## src/rtl/axppa_error_monitor.sv

```systemverilog
`default_nettype none
// ============================================================================
// Module   : axppa_error_monitor
// Desc     : Windowed error-distance statistics for the approximate prefix
//            adder. Define AXPPA_BIAS_EN to add the signed ed_bias output.
// Revision : 1.0 - initial release
// ============================================================================
module axppa_error_monitor #(
    parameter int WIDTH       = 16,
    parameter int NUM_SAMPLES = 1024,
    parameter int CNT_W       = 16,
    parameter int ACC_W       = 32
) (
    input  logic             clk,
    input  logic             rst,
    input  logic             start,
    input  logic             in_valid,
    output logic             in_ready,
    input  logic [WIDTH-1:0] A,
    input  logic [WIDTH-1:0] B,
    input  logic [WIDTH:0]   Sum,
    output logic             busy,
    output logic             done,
    output logic [CNT_W-1:0] err_count,
    output logic [ACC_W-1:0] ed_sum,
    output logic [WIDTH:0]   ed_max,
    output logic [CNT_W-1:0] sample_count
`ifdef AXPPA_BIAS_EN
    ,
    output logic signed [ACC_W-1:0] ed_bias
`endif
);

    typedef enum logic [1:0] {
        ST_IDLE = 2'd0,
        ST_RUN  = 2'd1,
        ST_DONE = 2'd2
    } state_t;

    localparam logic [CNT_W-1:0] c_NUM_SAMPLES = CNT_W'(NUM_SAMPLES);

    state_t           r_state;
    logic             r_done;
    logic [CNT_W-1:0] r_accepted;
    logic [CNT_W-1:0] r_err_count;
    logic [CNT_W-1:0] r_sample_count;
    logic [ACC_W-1:0] r_ed_sum;
    logic [WIDTH:0]   r_ed_max;
    logic             r_s1_valid;
    logic             r_s2_valid;
    logic [WIDTH:0]   r_s1_exact;
    logic [WIDTH:0]   r_s1_sum;
    logic [WIDTH:0]   r_s2_ed;

    logic             w_hs;
    logic             w_pipe_empty;
    logic [WIDTH:0]   w_ed;
    logic [ACC_W:0]   w_sum_ext;
    logic [ACC_W-1:0] w_sum_sat;

    assign in_ready     = (r_state == ST_RUN) && (r_accepted < c_NUM_SAMPLES) && !start;
    assign w_hs         = in_valid && in_ready;
    assign w_pipe_empty = !r_s1_valid && !r_s2_valid;

    assign w_ed      = (r_s1_sum >= r_s1_exact) ? (r_s1_sum - r_s1_exact)
                                                : (r_s1_exact - r_s1_sum);
    // One extra bit catches the carry so the sum can pin instead of wrapping.
    assign w_sum_ext = {1'b0, r_ed_sum} + (ACC_W+1)'(r_s2_ed);
    assign w_sum_sat = w_sum_ext[ACC_W] ? {ACC_W{1'b1}} : w_sum_ext[ACC_W-1:0];

    always_ff @(posedge clk or posedge rst) begin
        if (rst) begin
            r_state        <= ST_IDLE;
            r_done         <= 1'b0;
            r_accepted     <= '0;
            r_err_count    <= '0;
            r_sample_count <= '0;
            r_ed_sum       <= '0;
            r_ed_max       <= '0;
            r_s1_valid     <= 1'b0;
            r_s2_valid     <= 1'b0;
            r_s1_exact     <= '0;
            r_s1_sum       <= '0;
            r_s2_ed        <= '0;
        end else begin
            r_done <= 1'b0;
            case (r_state)
                ST_IDLE, ST_DONE: begin
                    if (start) r_state <= ST_RUN;
                end
                ST_RUN: begin
                    if (!start && (r_accepted == c_NUM_SAMPLES) && w_pipe_empty) begin
                        r_state <= ST_DONE;
                        r_done  <= 1'b1;
                    end
                end
                default: r_state <= ST_IDLE;
            endcase

            // A start in any state opens a fresh window and drops in-flight samples.
            if (start) begin
                r_accepted     <= '0;
                r_err_count    <= '0;
                r_sample_count <= '0;
                r_ed_sum       <= '0;
                r_ed_max       <= '0;
                r_s1_valid     <= 1'b0;
                r_s2_valid     <= 1'b0;
            end else begin
                r_s1_valid <= w_hs;
                r_s2_valid <= r_s1_valid;
                if (w_hs) begin
                    r_accepted <= r_accepted + 1'b1;
                    r_s1_exact <= {1'b0, A} + {1'b0, B};
                    r_s1_sum   <= Sum;
                end
                if (r_s1_valid) r_s2_ed <= w_ed;
                if (r_s2_valid) begin
                    r_sample_count <= r_sample_count + 1'b1;
                    r_err_count    <= r_err_count + CNT_W'(r_s2_ed != '0);
                    r_ed_sum       <= w_sum_sat;
                    if (r_s2_ed > r_ed_max) r_ed_max <= r_s2_ed;
                end
            end
        end
    end

    assign busy         = (r_state == ST_RUN);
    assign done         = r_done;
    assign err_count    = r_err_count;
    assign ed_sum       = r_ed_sum;
    assign ed_max       = r_ed_max;
    assign sample_count = r_sample_count;

`ifdef AXPPA_BIAS_EN
    localparam logic signed [ACC_W:0] c_BIAS_MAX = {2'b00, {(ACC_W-1){1'b1}}};
    localparam logic signed [ACC_W:0] c_BIAS_MIN = -c_BIAS_MAX;

    logic signed [ACC_W-1:0] r_ed_bias;
    logic signed [WIDTH+1:0] r_s2_diff;
    logic signed [WIDTH+1:0] w_diff;
    logic signed [ACC_W:0]   w_bias_ext;
    logic signed [ACC_W:0]   w_bias_sat;

    assign w_diff     = $signed({1'b0, r_s1_sum}) - $signed({1'b0, r_s1_exact});
    assign w_bias_ext = $signed({r_ed_bias[ACC_W-1], r_ed_bias}) + (ACC_W+1)'(r_s2_diff);
    assign w_bias_sat = (w_bias_ext > c_BIAS_MAX) ? c_BIAS_MAX :
                        (w_bias_ext < c_BIAS_MIN) ? c_BIAS_MIN : w_bias_ext;

    always_ff @(posedge clk or posedge rst) begin
        if (rst) begin
            r_ed_bias <= '0;
            r_s2_diff <= '0;
        end else if (start) begin
            r_ed_bias <= '0;
        end else begin
            if (r_s1_valid) r_s2_diff <= w_diff;
            if (r_s2_valid) r_ed_bias <= w_bias_sat[ACC_W-1:0];
        end
    end

    assign ed_bias = r_ed_bias;
`endif

endmodule
`default_nettype wire

```

## config.mk

```make
export PLATFORM = sky130hd
export DESIGN_NAME = axppa_error_monitor
export DESIGN_NICKNAME = d
export VERILOG_FILES = /design/src/rtl/axppa_error_monitor.sv
export SDC_FILE = /design/constraint.sdc
export NUM_CORES = 1
export LEC_CHECK = 0
export BUFFER_PORTS_ARGS = -buffer_cell sky130_fd_sc_hd__buf_2
export CORE_MARGIN = 3
export CORE_UTILIZATION = 55
export DETAILED_ROUTE_END_ITERATION = 8
export PLACE_DENSITY_LB_ADDON = 0.08
export SETUP_SLACK_MARGIN = 0.05
export SYNTH_ARGS = -nofsm -noshare
export SYNTH_HDL_FRONTEND = slang
export SYNTH_SLANG_ARGS = --single-unit
```

## constraint.sdc

```tcl
create_clock -name clk -period 8.3 [get_ports clk]
set_clock_uncertainty 0.1 [all_clocks]
set_input_delay 2.49 -clock clk [delete_from_list [all_inputs] [get_ports clk]]
set_output_delay 2.49 -clock clk [all_outputs]
set_load 0.03 [all_outputs]
```

After elaboration in Yosys (flattened, before gate mapping):

Cells that the tools add are included.

* bits in registers: 153
* bits of input ports: 53

* add/sub/neg operators: 7
* mux-type cells: 20
* order comparisons: 3
* bitwise operators: 1
* equal/unequal tests: 5
* reductions and logical operators: 19

Operators by type and width (number)
* 16-bit 2-to-1 mux: 6
* 32-bit 2-to-1 mux: 3
* 17-bit 2-to-1 mux: 4
* 17-bit subtractor: 2
* 32-bit by 17-bit adder with 33-bit output: 1
* 16-bit by 1-bit adder with 16-bit output, second input constant: 2
* 16-bit by 16-bit adder with 17-bit output: 1
* 17-bit >= comparator: 1
* 17-bit > comparator: 1
* 17-bit nonzero test: 1
* 16-bit by 1-bit adder with 16-bit output: 1
* 16-bit by 11-bit == test with 1-bit output, second input constant: 1
* 16-bit by 11-bit < comparator with 1-bit output, second input constant: 1
* 2-bit AND reduction: 4
* 1-bit logical AND: 6
* 2-bit nonzero test: 3
* 1-bit 2-to-1 mux: 4
* 2-bit 2-to-1 mux: 2
* 2-bit case mux with 2 select lines: 1
* 1-bit logical NOT: 3
* 2-bit by 1-bit == test with 1-bit output, second input constant: 1
* 2-bit == test, second input constant: 1
* 2-bit logical NOT: 1
* 2-bit by 1-bit != test with 1-bit output, second input constant: 1
* other kinds (3): 3

Logic depth before layout (Yosys ltp):

* depth in word-level cells: 6
* mapped depth: 13
* depth with buffers taken out: 11

Worst setup path after synthesis:

OpenSTA, ideal clock, no wires.

* path type: input-to-output
* start: in start
* end: out in_ready
* arrival: 3555 ps
* required time: 5710 ps
* buffers on the path: 0
* slack: 2155 ps
* stages: 1
* path through: nor4_1

* longest elaborated chain between the ends: 2

Ends and longest elaborated chain
* start, declared: line 16 `input logic start,`
* 1-bit logical NOT: line 61 `assign in_ready = (r_state == ST_RUN) && (r_accepted < c_NUM_SAMPLES) && !start;`
* 1-bit logical AND: line 61
* end, declared: line 18 `output logic in_ready,`

No other way between the ends.

Worst setup path after layout:

Same ends and word-level chain as after synthesis.

==> results.md <==
- Outcome: finished, final reports clean
- Kind of start point of the critical path: input port
- Cell Area, Placed: 10800 µm²
- Largest area contributor in the netlist: dfrtp_1
- Post-DRT Antenna Nets: 0
- Die extent in x: 141 µm
- Mean cell area of the mapped netlist: 8.99 µm²
- Worst hold slack: 405 ps
- Worst-path clk slew: 60 ps
- Via count of the first global-routing pass: 7968
- Total number of vias: 8396
- Number of port buffers: 136
- Share of synthesized area occupied by flip-flops and latches: 0.380
- CTS-repair resized insts: 0
- Post-Syn Instances: 1121
- Reg2reg path depth: 10
- Leakage power: 0.00581 µW
- Clock latency at the later pin of the worst-skew pair: 420 ps
- Ratio of cells with drive above 1 in the final layout: 0.158
- Min-Delay Path Class: reg -> reg
- Crit path max-delay family: simple AND/OR/NAND/NOR gates
- Distinct cell type count after synthesis: 74
- Portion of the clock cycle consumed by the worst path in the final layout: 0.721
- Pwr/cell area: 242 nW/µm²
- Initial cell density of the core: 0.573
- Routed length per placed instance: 15.6 µm
- Dominant register cell in the synthesized netlist: dfrtp_1
- Total of endpoints with negative setup slack in the final report: 0
- Setup repair after global routing missed its margin: false
- Detailed placer's ending HPWL: 16500 µm
- List of cells traversed by the critical path: buf_2 -> nor4_1 -> buf_2
- Aggregate negative setup slack: 0 ps
- Placer Congestion: 0.901
- Count of clock tree sinks: 153
- Post-layout total power: 2770 µW
- Antenna violations before repair: 0
- Largest vdd supply drop: 0.000174 V
- Min-Delay Startpoint: r_state[0]
- WHS Path Cells: 1
- Cts hold-fix bufs: 0
- Most frequent cell after synthesis: dfrtp_1
- Vias per cell: 5.71
- Synthesized Nets: 1266
- Worst path bufs/invs: 2
- Remaining DRCs: 0
- Slowest library cell on the worst path: nor4_1
- Max incr delay on CP: 480 ps
- Ranking of synthesized cells by instance count: dfrtp_1 (153), nand2_1 (109), nor2_1 (109), ha_1 (88), o21ai_0 (80)
- Netlist area before placement: 10100 µm²
- Reg2reg setup slack: 4310 ps
- Pin count of the biggest net entering global routing: 101
- Max-cap check violation count: 0
- Cell mode on critical path: buf_2
- Worst relative slew slack: 0.326
- # diodes: 0
- Final hold viol count: 0
- Count of boundary I/O pins: 137
- Full die area: 20000 µm²
- Final layout net count: 1378
- Max-slew violation total from the final report: 0
- Final design area excluding fillers: 11500 µm²
- Core region area: 17600 µm²
- FMAX: 167 MHz
- CTS tree: built
- Capturing element type of the critical path: output pin
- Setup bufs post-CTS: 0
- Routed WL: 23000 µm
- Measured slew at the worst slew-check pin: 1010 ps
- Critical Path AT: 3390 ps
- DR iter-0 viols: 511
- Clock tree root driver cell: clkbuf_16
- Overflow after GRT: 0
- Flip-flop and latch count after synthesis: 153
- Standard-cell row count: 48
- Critical Path RT: 5710 ps
- Final critical path time including I/O delays and setup: 5980 ps
- Peak fanout along the critical path: 4
- Global-route usage over all layers: 0.235
- Fraction of post-synthesis cell area in the top cell type by area: 0.380
- Placed instance count: 1439
- YS warnings: 0
- # H-tree levels: 4
- Endpoint of the worst hold-timing path: r_state[0]
- Largest cells by area after synthesis: dfrtp_1 (38%), ha_1 (11%), nand2_1 (4.1%), nor2_1 (4.1%), o21ai_0 (4.0%)
- Endpoint of the most critical register-to-register path: ed_sum[27]
- Final cell count without fillers: 1470
- First-pass iteration count of the detailed router: 5
- Die Span Y: 141 µm
- Category of the critical setup timing path: in -> out
- Startpoint of the most critical register-to-register path: r_s2_ed[0]
- Launching instance or port of the critical path: start
- Post-synthesis async set-or-reset flop share: 1.00
- Clock buffer depth: 2
- Growth of design area from synthesis to finish: 13.8%
- Global-route wire length before repair: 39000 µm
- Cts bufs inserted: 17
- Number of flops mapped to enable cells by yosys: 0
state kept, by name, summed over array words and instances (netlist names), 2 cells and up:
signal,count
ed_max,17
ed_sum,32
err_count,16
r_accepted,16
r_s1_exact,17
r_s1_sum,17
r_s2_ed,17
r_state,2
sample_count,16
power breakdown:
| part | leakage [µW] | internal [µW] | total [µW] | switching, µW |
|---|---|---|---|---|
| combinational | 0.00347 | 424 | 978 | 554 |
| clock | 0.000309 | 523 | 843 | 320 |
| sequential | 0.00203 | 827 | 954 | 127 |
routing by layer:
layer  global-route usage  wire length [µm]
met1                0.339             11100
met2                0.374             10600
met3               0.0411              1010
met4               0.0561               218
met5                    0                 0
cells in the final DEF (no fill, tap or decap), types with 18 or more instances in the layout:
master / count
dfrtp_1: 152
nor2_1: 109
buf_2: 136
inv_1: 66
nand3_1: 26
mux2i_1: 36
nand4_1: 31
nor3_1: 18
ha_1: 88
xor2_1: 37
o21ai_0: 80
a21oi_1: 66
and3_1: 23
a21o_1: 24
nand2_1: 109
xnor2_1: 23
through the flow:
step / utilization / setup slack [ps]
global route: 0.652 / 2250
floorplan: - / 1590
CTS: 0.652 / 2320
finish: 0.652 / 2320
detailed placement: 0.616 / 2330
global placement: 0.616 / 2370
worst max path at each step:
stage               endpoint  slack [ps]  cells past startpoint
CTS                 in_ready        2320                      3
finish              in_ready        2320                      3
global placement    in_ready        2370                      3
global route        in_ready        2250                      3
floorplan               done        1590                      1
detailed placement  in_ready        2330                      3
logic make-up after synthesis:
logic type / count (synthesis) / synth area share
xor gates and xnor gates: 60 / 0.0521
muxes: 40 / 0.0402
and+or+nand+nor: 386 / 0.185
DFF: 153 / 0.380
buffers and inverters: 118 / 0.0516
adders and majority gates: 92 / 0.117
AOI/OAI and AO/OA: 272 / 0.174
worst reg2reg max path, delay by kind of cell (launching register included):
family | cells | cell delay (ps)
AOI/OAI and AO/OA | 5 | 1140
DFF | 1 | 470
and+or+nand+nor | 3 | 1430
adders and majority gates | 2 | 690
layout make-up:
cell class	count	area, µm²
Fill cell	1523	6120
Multi-Input combinational cell	850	5730
Sequential cell	153	3830
Timing Repair Buffer	142	726
Clock buffer	19	453
Tap cell	225	282
Inverter	69	264
Clock inverter	12	186
(Power assumes the default switching activity.)
